--- config.mk ---
export PLATFORM = sky130hd
export DESIGN_NAME = monopulse_gen
export DESIGN_NICKNAME = d
export VERILOG_FILES = /design/src/rtl/monopulse_gen.sv
export SDC_FILE = /design/constraint.sdc
export NUM_CORES = 1
export LEC_CHECK = 0
export ABC_AREA = 1
export BUFFER_PORTS_ARGS = -buffer_cell sky130_fd_sc_hd__buf_4
export CAP_MARGIN = 10
export CORE_MARGIN = 2
export CORE_UTILIZATION = 61
export CTS_BUF_LIST = sky130_fd_sc_hd__clkbuf_8
export DETAILED_ROUTE_END_ITERATION = 6
export PLACE_DENSITY = 0.82
export SLEW_MARGIN = 25
export SYNTH_ARGS = -nofsm -noshare
export SYNTH_HDL_FRONTEND = slang
export SYNTH_SLANG_ARGS = --single-unit
--- constraint.sdc ---
create_clock -name clk -period 2.03 [get_ports clk]
set_input_delay 0.406 -clock clk [delete_from_list [all_inputs] [get_ports clk]]
set_output_delay 0.406 -clock clk [all_outputs]
set_load 0.1 [all_outputs]
--- src/rtl/monopulse_gen.sv ---
// Single-shot pulse generator: synchronised start, selectable edge, N-cycle pulse, done strobe, saturating count.
// Pulse rises SYNC_STAGES edges after start is first sampled; there is no backpressure, so edges are dropped or retrigger.
module monopulse_gen #(
    parameter int unsigned N           = 5,
    parameter int unsigned EDGE        = 0,
    parameter int unsigned RETRIG      = 0,
    parameter int unsigned SYNC_STAGES = 2
) (
    input  logic        clk,
    input  logic        rst_n,
    input  logic        start,
    output logic        pulse,
    output logic        done,
    output logic [15:0] pulse_cnt
);

    localparam logic [0:0]  IDLE   = 1'b0;
    localparam logic [0:0]  ACTIVE = 1'b1;
    localparam logic [15:0] RELOAD = 16'(N - 1);
    localparam logic [15:0] CNT_MAX = 16'hFFFF;

    logic [SYNC_STAGES-1:0] sync_q, sync_d;
    logic                   s_d_q;
    logic [0:0]             state_q, state_d;
    logic [15:0]            cnt_q, cnt_d;
    logic                   done_q, done_d;
    logic [15:0]            pcnt_q, pcnt_d;
    logic                   s, rise, fall, trig, accept;

    assign s    = sync_q[SYNC_STAGES-1];
    assign rise = s & ~s_d_q;
    assign fall = ~s & s_d_q;

    always_comb begin
        sync_d    = sync_q << 1;
        sync_d[0] = start;
    end

    always_comb begin
        case (EDGE)
            0:       trig = rise;
            1:       trig = fall;
            default: trig = rise | fall;
        endcase
    end

    always_comb begin
        state_d = state_q;
        cnt_d   = cnt_q;
        done_d  = 1'b0;
        accept  = 1'b0;
        if (state_q == IDLE) begin
            if (trig) begin
                state_d = ACTIVE;
                cnt_d   = RELOAD;
                accept  = 1'b1;
            end
        end else begin
            // A retrigger wins over the end of the pulse, so the last cycle can still extend it.
            if ((RETRIG == 1) && trig) begin
                cnt_d  = RELOAD;
                accept = 1'b1;
            end else if (cnt_q != 16'd0) begin
                cnt_d = cnt_q - 16'd1;
            end else begin
                state_d = IDLE;
                done_d  = 1'b1;
            end
        end
    end

    always_comb begin
        pcnt_d = pcnt_q;
        if (accept && (pcnt_q != CNT_MAX)) begin
            pcnt_d = pcnt_q + 16'd1;
        end
    end

    always_ff @(posedge clk) begin
        if (rst_n) begin
            sync_q  <= '0;
            s_d_q   <= 1'b0;
            state_q <= IDLE;
            cnt_q   <= 16'd0;
            done_q  <= 1'b0;
            pcnt_q  <= 16'd0;
        end else begin
            sync_q  <= sync_d;
            s_d_q   <= s;
            state_q <= state_d;
            cnt_q   <= cnt_d;
            done_q  <= done_d;
            pcnt_q  <= pcnt_d;
        end
    end

    assign pulse     = (state_q == ACTIVE);
    assign done      = done_q;
    assign pulse_cnt = pcnt_q;

endmodule

# ---- Yosys cells after proc, flatten, opt, wreduce, memory -nomap -nowiden
# Index checks and enable logic that the tools add are counted.
dict set report classes {
  reduce_logical 5
  eq_ne 2
  muxes 8
  n_addsub 2
  bitwise 3
}
# op n
set op_table {}
lappend op_table {{16-bit 2-to-1 mux} 3}
lappend op_table {{16-bit by 1-bit adder with 16-bit output (second input constant)} 1}
lappend op_table {{16-bit != test (second input constant)} 1}
lappend op_table {{16-bit nonzero test} 1}
lappend op_table {{16-bit by 1-bit subtractor with 16-bit output (second input constant)} 1}
lappend op_table {{1-bit 2-to-1 mux} 5}
lappend op_table {{2-bit by 1-bit != test with 1-bit output (second input constant)} 1}
lappend op_table {{1-bit inverter} 2}
lappend op_table {{2-bit AND reduction} 1}
lappend op_table {{2-bit nonzero test} 1}
lappend op_table {{2-bit OR reduction} 1}
lappend op_table {{1-bit bitwise AND} 1}
lappend op_table {{1-bit logical AND} 1}
dict set report totals {
  input_bits 3
  wordCells 26
  regBits 37
  out_inout_bits 18
}

# ---- Longest topological paths before layout
# Gate-level depths: netlist (run 1).
dict set report logic_depth {
  depth_word 5
  depth_mapped 11
  depth_no_buf 11
}

# ---- Worst setup path after synthesis (run 1)
# OpenSTA, ideal clock, no wires.
dict set report synth_timing {
  path_type {flip-flop to flip-flop}
  from {register pcnt_q[0], in the netlist pulse_cnt[0]}
  to {register pcnt_q[13], in the netlist pulse_cnt[13]}
  path_stages_with_launch 10
  arrival_ns 2.180
  required_time_ns 1.911
  synth_period_minus_slack_ns 2.299
  setup_ns 0.119
  path_buffers 1
  path_slack_ns -0.269
  cell_sequence {dfxtp_1 -> ha_1 -> nand3_2 -> nor2_4 -> nand2_1 -> nand2_1 -> nand2_2 -> buf_6 -> a21oi_1 -> nor2_1}
}
dict set report synth_between {
  elab_chain_len 2
  word_cells_on_any_way 3
  cone_classes {add/sub (1); eq/ne (1); reduce/logical (1)}
}
# item line_no
set synth_rtl {}
lappend synth_rtl {{start: declaration} 27} ;# logic [15:0] pcnt_q, pcnt_d;
lappend synth_rtl {{start signal: assignment} 93} ;# pcnt_q <= pcnt_d;
lappend synth_rtl {{branches (longest 2 deep; another with 16-bit by 1-bit adder with 16-bit output)} --}
# Parallel ways; which one is timed is not known.
# A chain may end at the register's enable or synchronous reset.

# ---- Worst setup path after layout (run 1)
dict set report layout_timing {
  from {register cnt_q[0]}
  to {register cnt_q[15]}
}
dict set report layout_between {
  elab_chain_len 3
  word_cells_on_any_way 6
  cone_classes {add/sub (1); eq/ne (1); mux (2); reduce/logical (2)}
}
# item line_no
set layout_rtl {}
lappend layout_rtl {{start: declaration} 25} ;# logic [15:0] cnt_q, cnt_d;
lappend layout_rtl {{start signal: assignment} 91} ;# cnt_q <= cnt_d;
lappend layout_rtl {{16-bit by 1-bit subtractor with 16-bit output or 16-bit nonzero test (tied branches)} {64, 63}}
lappend layout_rtl {{16-bit 2-to-1 mux or 2-bit by 1-bit != test with 1-bit output (tied branches)} --}
lappend layout_rtl {{16-bit 2-to-1 mux or 2-bit AND reduction (tied branches)} --}
# Several ways; a longest one is shown, not always the timed one. The select of a mux whose other input is x is not followed.

==> results.toml, run 1 <==
[timing]
hold_viol_final = 0
tightest_slew_ps = 379
finalCriticalPeriod_ps = 1700
fmax_mhz = 588
max_slew_margin_pct = 74.6
slew_viol_final = 0
finalCritPeriodShare_pct = 83.8
rsz0062_at_grt = "no"
fin_skew_ps = 2.90
fin_setup_tns_ps = 0
finalSetupViolations = 0

[critical_path]
start_kind = "flop"
critPathArrivalTime_ps = 1870
critPathKind = "reg2reg"
endpoint_kind = "flop"
critPathRequiredTime_ps = 2200
path_max_fanout = 6

[route]
wl_mm = 4.40
drt_iter0_drc = 99
drtPass1Iterations = 4
drc = 0
via_per_inst = 5.01
wl_per_cell_um = 11.2
vias = 1967
detail-route-antenna-nets = 0

[floorplan]
fp.dieW_um = 62.5
num_rows = 21
die_h_um = 62.5
core_sq_mm = 0.00331
initial_utilization_pct = 63.0
top_level_ports = 21
die-area_sq_mm = 0.00390

[final_layout]
nFillCells = 312
final_area_sq_mm = 0.00236
syn_to_final_growth_pct = 13.1
drive_gt1_share_pct = 18.7
mostFrequentLayoutCells = "nand2_1, nor2_1, inv_1"
antenna_cells = 0
final_nets = 351
layout_commonest_cell = "nand2_1"

[clocking]
cts_resized = 0
clock-sinks = 37
clockRootBuffer = "clkbuf_8"
cts-buffers-inserted = 5
cts_max_level = 2
cts_setup_buffers = 0
clk_pin_slew_ps = 70
cts_hold_buf = 0
cts_tree = "yes"
cts_buffer_depth = 2
clk_latency_ps = 280

[yosys]
syn_inst = 324
ys_ff_latch = 37
syn_area_sq_mm = 0.00208
yosysWarnings = 0
synth_nets = 329
avgSynthCellArea_sq_um = 6.43
yosysSeqAreaShare_pct = 35.5
ys_types = 29

[placement]
place_congestion = 0.884
place_hpwl_mm = 3.26
port_buffers = 20
place_area_sq_mm = 0.00228

[grt]
grt_antenna_before_repair = 0
grt_max_degree = 29
overflow = 0
grtUsageTotal_pct = 25.0
grt_first_pass_wirelength_mm = 7.85
grt_pass1_vias = 1791

[outcome]
outcome = "finished, final reports clean"

[worst_hold_path]
min_path_type = "in2reg"

[flow_run]
maxCapViolCount = 0

[power_and_ir_drop]
vdd_drop_max_mv = 0.609
power_per_cell_area_mw_per_mm2 = 667
power.total_mw = 1.57
leakage_nw = 1.03
[worst max-delay path, stage by stage, from the launching register on]
cell	delay, ps
dfxtp_1	320
inv_1	140
ha_1	240
nand2_2	120
nor2_2	120
nand2_2	100
a21oi_2	180
buf_4	170
nor2_1	50
nor2_1	80
nor2_1	40
[where the power goes]
| group | internal, mW | leakage, nW | switching, mW |
|---|---|---|---|
| clock network | 0.233 | 0.0491 | 0.248 |
| registers | 0.745 | 0.305 | 0.0199 |
| logic | 0.103 | 0.676 | 0.223 |
[per-layer routing]
layer / up-vias / global-route usage [%] / share of wire (%)
met2: 34 / 40.9 / 46
met5: - / 0 / 0
met4: 0 / 6.94 / 0.52
met3: 2 / 5.59 / 4.3
li1: 1044 / - / -
met1: 887 / 33.5 / 49
[cell usage after synthesis]
cell,count,area [sq um]
a21oi_1,21,105
a21oi_2,1,8.76
a31oi_1,1,6.26
and3_1,1,6.26
buf_2,1,5.00
buf_4,2,15.0
buf_6,2,22.5
clkbuf_1,3,11.3
dfxtp_1,37,741
ha_1,2,25.0
inv_1,31,116
inv_2,3,11.3
nand2_1,89,334
nand2_2,6,37.5
nand2_4,1,11.3
nand3_1,22,110
nand3_2,1,10.0
nand4_1,2,12.5
nor2_1,64,240
nor2_2,7,43.8
nor2_4,1,11.3
nor3_1,8,40.0
nor3_2,1,10.0
nor3_4,1,16.3
nor3b_2,1,12.5
o21ai_0,2,10.0
or2_1,1,6.26
xnor2_1,2,17.5
xor2_1,10,87.6
[area by class of cell]
cell class / count / area, sq um / share of cell area (%)
clock inverters: 3 / 13.8 / 0.584
repair buffers: 23 / 173 / 7.32
clock buffers: 5 / 68.8 / 2.92
inverters: 34 / 128 / 5.41
flip-flops and latches: 37 / 756 / 32.0
well taps: 46 / 57.6 / 2.44
multi-input cells: 245 / 1160 / 49.3
[worst paths after layout]
path,start,to,slack [ps],depth (start not counted)
setup / recovery,cnt_q[0],cnt_q[15],330,10
hold / removal,start,sync_q[0],320,3
setup reg to reg,cnt_q[0],cnt_q[15],330,10
hold reg to reg,sync_q[0],sync_q[1],410,2
[cells by family (layout without fill, tap and decap cells)]
kind of cell	after synthesis	in the layout	synth area share, %
buffers and inverters	42	65	8.70
XOR/XNOR	12	12	5.04
flip-flops	37	37	35.5
AND/OR/NAND/NOR	206	206	43.3
adder cells (fa/ha/maj)	2	2	1.20
AO/OA/AOI/OAI	25	25	6.24
[flip-flops by register name, summed over array words and instances (netlist names)]
signal	flops
pulse	1
cnt_q	16
done	1
pulse_cnt	16
s_d_q	1
sync_q	2
[metrics by stage]
step	hold slack (ps)	std cells	utilization, %	setup slack [ps]
floorplan	388	324	-	31.4
global placement	399	385	68.7	423
detailed placement	399	385	68.7	383
CTS	315	393	71.2	328
global route	315	393	71.2	144
finish	323	393	71.2	329
Note: power is estimated with default switching activity, not from simulation.
==> run 2: changes to the inputs <==
Clock period 2.03 ns to 1.7 ns, I/O delays scaled along.
==> run 2 against run 1 <==
  * Total power rose by 22%
  * Fmax increased by 9.7%
  * Worst hold slack got worse by 66 ps
  * Setup slack lost 180 ps
  * Sequential share of layout area decreased by 0.61 points
  * Critical path type unchanged
  * Largest power group unchanged
==> results.toml, run 2 (synthesis results as in run 1) <==
[critical_path]
path_max_fanout = 5
critPathRequiredTime_ps = 1870
r2r_start = "cnt_q[0]"
cp_slowest_stage_delay_ps = 330
worstReg2RegEnd = "cnt_q[15]"
critPathKind = "reg2reg"
r2r_slack_ps = 150
reg2reg_depth = 10
slowest_stage = "dfxtp_1"
start_kind = "flop"
endpoint_kind = "flop"
path_cells = "inv_1 -> ha_4 -> nand2_4 -> nor2_4 -> nand2_2 -> a21oi_4 -> buf_4 -> nor2_1 -> nor2_1 -> nor2_1"
worst_path_most_repeated_cell = "nor2_1"
critPathArrivalTime_ps = 1720

[placement]
place_hpwl_mm = 3.19
dpl.cell_count = 387
place_congestion = 0.911
port_buffers = 20

[route]
drt_iter0_drc = 174
wl_mm = 4.31
vias = 1999
wl_per_cell_um = 10.9
drtPass1Iterations = 6
drc = 0
detail-route-antenna-nets = 0
via_per_inst = 5.06

[timing]
finalSetupViolations = 0
fin_skew_ps = 10.1
hold_viol_final = 0
fmax_mhz = 645
max_slew_margin_pct = 71.5
rsz0062_at_grt = "no"
tightest_slew_ps = 426
finalCriticalPeriod_ps = 1550
finalCritPeriodShare_pct = 91.2
whs_ps = 257
slew_viol_final = 0

[grt]
grt_antenna_before_repair = 0
overflow = 0
grtUsageTotal_pct = 25.0
grt_max_degree = 28
grt_first_pass_wirelength_mm = 7.85
grt_pass1_vias = 1804

[floorplan]
num_rows = 21
fp.dieW_um = 62.5
initial_utilization_pct = 63.0
core_sq_mm = 0.00331
die_h_um = 62.5
die-area_sq_mm = 0.00390
top_level_ports = 21

[worst_hold_path]
holdPathEnd = "sync_q[0]"
min_path_type = "in2reg"
min_from = "start"
whs_path_depth = 3

[clocking]
clk_latency_ps = 290
cts_tree = "yes"
cts_setup_buffers = 0
clock-sinks = 37
cts_max_level = 2
clockRootBuffer = "clkbuf_8"
clk_pin_slew_ps = 80
cts_buffer_depth = 2
cts-buffers-inserted = 5

[power_and_ir_drop]
power_per_cell_area_mw_per_mm2 = 787
leakage_nw = 1.05
vdd_drop_max_mv = 0.444
power.total_mw = 1.92

[final_layout]
syn_to_final_growth_pct = 17.0
mostFrequentLayoutCells = "nand2_1, nor2_1, inv_1"
final_nets = 353
layout_commonest_cell = "nand2_1"
layout.cells.non_filler = 395
drive_gt1_share_pct = 21.2
antenna_cells = 0

[outcome]
outcome = "finished, final reports clean"

[flow_run]
maxCapViolCount = 0
run 2: cell types whose count changed in the layout (fill, tap and decap cells not counted), moves of 2 or more:
cell / delta
nand2_2: -3
dfxtp_2: +3
dfxtp_4: +2
nand2_4: +2
dfxtp_1: -5
run 2: critical path, delay by kind of cell, from the launching register on:
family          cells  cell delay [ps]
buf+inv             2              280
flops               1              330
compound gates      1              190
fa+ha+maj           1              170
simple gates        6              460
run 2: worst max path at each step:
stage / from / end / slack [ps] / cells after the start
2_1_floorplan: pulse_cnt[1] / pulse_cnt[13] / -30 / 9
3_3_place_gp: pulse_cnt[0] / pulse_cnt[10] / 150 / 10
5_1_grt: pulse_cnt[0] / pulse_cnt[10] / 9 / 10
4_1_cts: pulse_cnt[0] / pulse_cnt[2] / 90 / 10
3_5_place_dp: pulse_cnt[0] / pulse_cnt[2] / 100 / 10
6_report: cnt_q[0] / cnt_q[15] / 150 / 10
run 2: what timing repair did:
action,CTS,global route
gates resized for setup,0,10
hold buffers,0,0
endpoints found under the setup margin,0,15
run 2: layout make-up:
class                   count  area (sq um)
well taps                  46          57.6
repair buffers             25           191
fillers                   289           871
inverters                  34           128
clock buffers               5          68.8
clock inverters             3          13.8
multi-input cells         245          1210
flip-flops and latches     37           767
run 2: report_power, final:
part	leakage [nW]	internal [mW]	switching (mW)	total, mW
Sequential	0.309	0.888	0.0225	0.911
Clock	0.0491	0.278	0.311	0.589
Combinational	0.696	0.139	0.282	0.421
run 2: layer usage:
layer | vias to the layer above | GRT usage (%) | wire (um)
li1 | 1056 | - | -
met1 | 893 | 34.0 | 2150
met2 | 45 | 39.0 | 1860
met3 | 5 | 5.77 | 233
met4 | 0 | 9.17 | 65
met5 | - | 0 | 0
run 2: metrics by stage:
step / area, sq um / setup WS [ps] / util, % / TNS [ps]
floorplan: 2110 / -29.5 / - / -29.5
global placement: 2300 / 148 / 69.5 / 0
detailed placement: 2300 / 99.4 / 69.5 / 0
CTS: 2380 / 87.8 / 72.0 / 0
global route: 2440 / 9.33 / 73.7 / 0
finish: 2440 / 149 / 73.7 / 0
==> run 3: changes to the inputs <==
Settings changed: REMOVE_ABC_BUFFERS from default to 1.
==> run 3 against run 2 <==
  * Critical path depth is 1 higher
  * Worst hold slack worse by 7.9 ps
  * Combinational power is 9.0% higher
  * Routed wire length is 12% higher
  * Final cell count is 1.3% higher
  * Fmax is 1.6% lower
  * Via count is 2.9% higher
  * Critical path type unchanged
  * Total power is 13% higher
  * Clock power is 34% higher
==> results.toml, run 3 (synthesis results as in run 1) <==
[route]
met3_wirelength_um = 231
detail-route-antenna-nets = 0
route.met2.wl_mm = 2.19
drt_iter0_drc = 89
highest_layer = "met4"
drt-met1-wl_mm = 2.31
via_per_inst = 5.14
drtPass1Iterations = 4
wl_per_cell_um = 12.1
drc = 0
wl_mm = 4.83
vias = 2057

[grt]
grtUsageTotal_pct = 25.4
grt_first_pass_wirelength_mm = 8.00
grt_max_degree = 29
grt_antenna_before_repair = 0
overflow = 0
grt_pass1_vias = 1828

[power_and_ir_drop]
power_per_cell_area_mw_per_mm2 = 874
leakage_nw = 1.08
vdd_drop_max_mv = 0.636

[final_layout]
layout_commonest_cell = "nand2_1"
antenna_cells = 0
multi_input_area_sq_mm = 0.00120
seq_area_sq_um = 741
final_area_sq_mm = 0.00247
drive_gt1_share_pct = 17.5
mostFrequentLayoutCells = "nand2_1, nor2_1, dfxtp_1"
final_nets = 358
layout.cells.non_filler = 400
nFillCells = 283
syn_to_final_growth_pct = 18.7
finish.utilization_pct = 74.8

[timing]
max_slew_margin_pct = 66.0
fin_setup_tns_ps = 0
fmax_mhz = 634
finalSetupViolations = 0
hold_viol_final = 0
fin_skew_ps = 11.3
whs_ps = 249
finalCriticalPeriod_ps = 1580
finalCritPeriodShare_pct = 92.7
slew_viol_final = 0
tightest_slew_ps = 509

[floorplan]
initial_utilization_pct = 63.0
core_sq_mm = 0.00331
num_rows = 21
fp.dieW_um = 62.5
die-area_sq_mm = 0.00390
top_level_ports = 21
die_h_um = 62.5

[worst_hold_path]
min_path_type = "in2reg"
min_from = "start"

[critical_path]
critPathRequiredTime_ps = 1940
r2r_start = "cnt_q[1]"
start_kind = "flop"
path_max_fanout = 17
startpoint = "cnt_q[1]"
critPathArrivalTime_ps = 1810
endpoint_kind = "flop"
critPathKind = "reg2reg"

[clocking]
clk_latency_ps = 310
clock-sinks = 37
cts_buffer_depth = 2
clockRootBuffer = "clkbuf_8"
cts_tree = "yes"
cts_max_level = 2
cts-buffers-inserted = 5
clk_pin_slew_ps = 70
cts_hold_buf = 0

[placement]
dpl.cell_count = 389
place_hpwl_mm = 3.30
place_congestion = 0.861
place_area_sq_mm = 0.00229
port_buffers = 20

[flow_run]
maxCapViolCount = 0

[outcome]
outcome = "finished, final reports clean"
[run 3: layout make-up]
class / instances / share of cell area, %
clock buffer: 6 / 3.34
timing repair buffer: 30 / 9.25
inverter: 34 / 5.16
tap: 46 / 2.33
clock inverter: 2 / 1.37
multi-input combinational: 245 / 48.6
sequential: 37 / 29.9
[run 3: timing repair]
item | in CTS | in global routing
setup buffers | 0 | 3
endpoints found under the setup margin | 0 | 24
resized for setup | 0 | 8
[run 3: final timing paths]
| path | end | slack, ps | cells past startpoint |
|---|---|---|---|
| max | cnt_q[10] | 120 | 11 |
| min | sync_q[0] | 250 | 3 |
| min reg2reg | sync_q[1] | 420 | 2 |
| max reg2reg | cnt_q[10] | 120 | 11 |
[run 3: critical path, cell delays in order, from the launching register on]
cell and delay [ps]:
dfxtp_1 390, inv_1 100, ha_4 180, nand2_2 120, nor2_2 50, nand2_2 130
nand2_2 130, nand2_8 150, nand2_1 80, nand2_1 60, nand2_1 40, nor2_1 90
[run 3: power by group]
part,internal [mW],total [mW],switching [mW]
logic,0.160,0.459,0.299
registers,0.890,0.913,0.0228
clock network,0.472,0.792,0.320
[run 3: stage by stage]
stage / setup slack, ps / power, mW
finish: 124 / 2.16
global route: -14.0 / 2.25
CTS: 62.2 / 2.11
detailed placement: 89.2 / 1.33
global placement: 92.8 / 1.32
floorplan: -555 / 1.23
[run 3: per-layer routing]
layer / global-route usage [%] / vias to the layer above
met1: 34.2 / 921
li1: - / 1067
met3: 5.59 / 14
met4: 9.17 / 0
met2: 40.2 / 55
met5: 0 / -
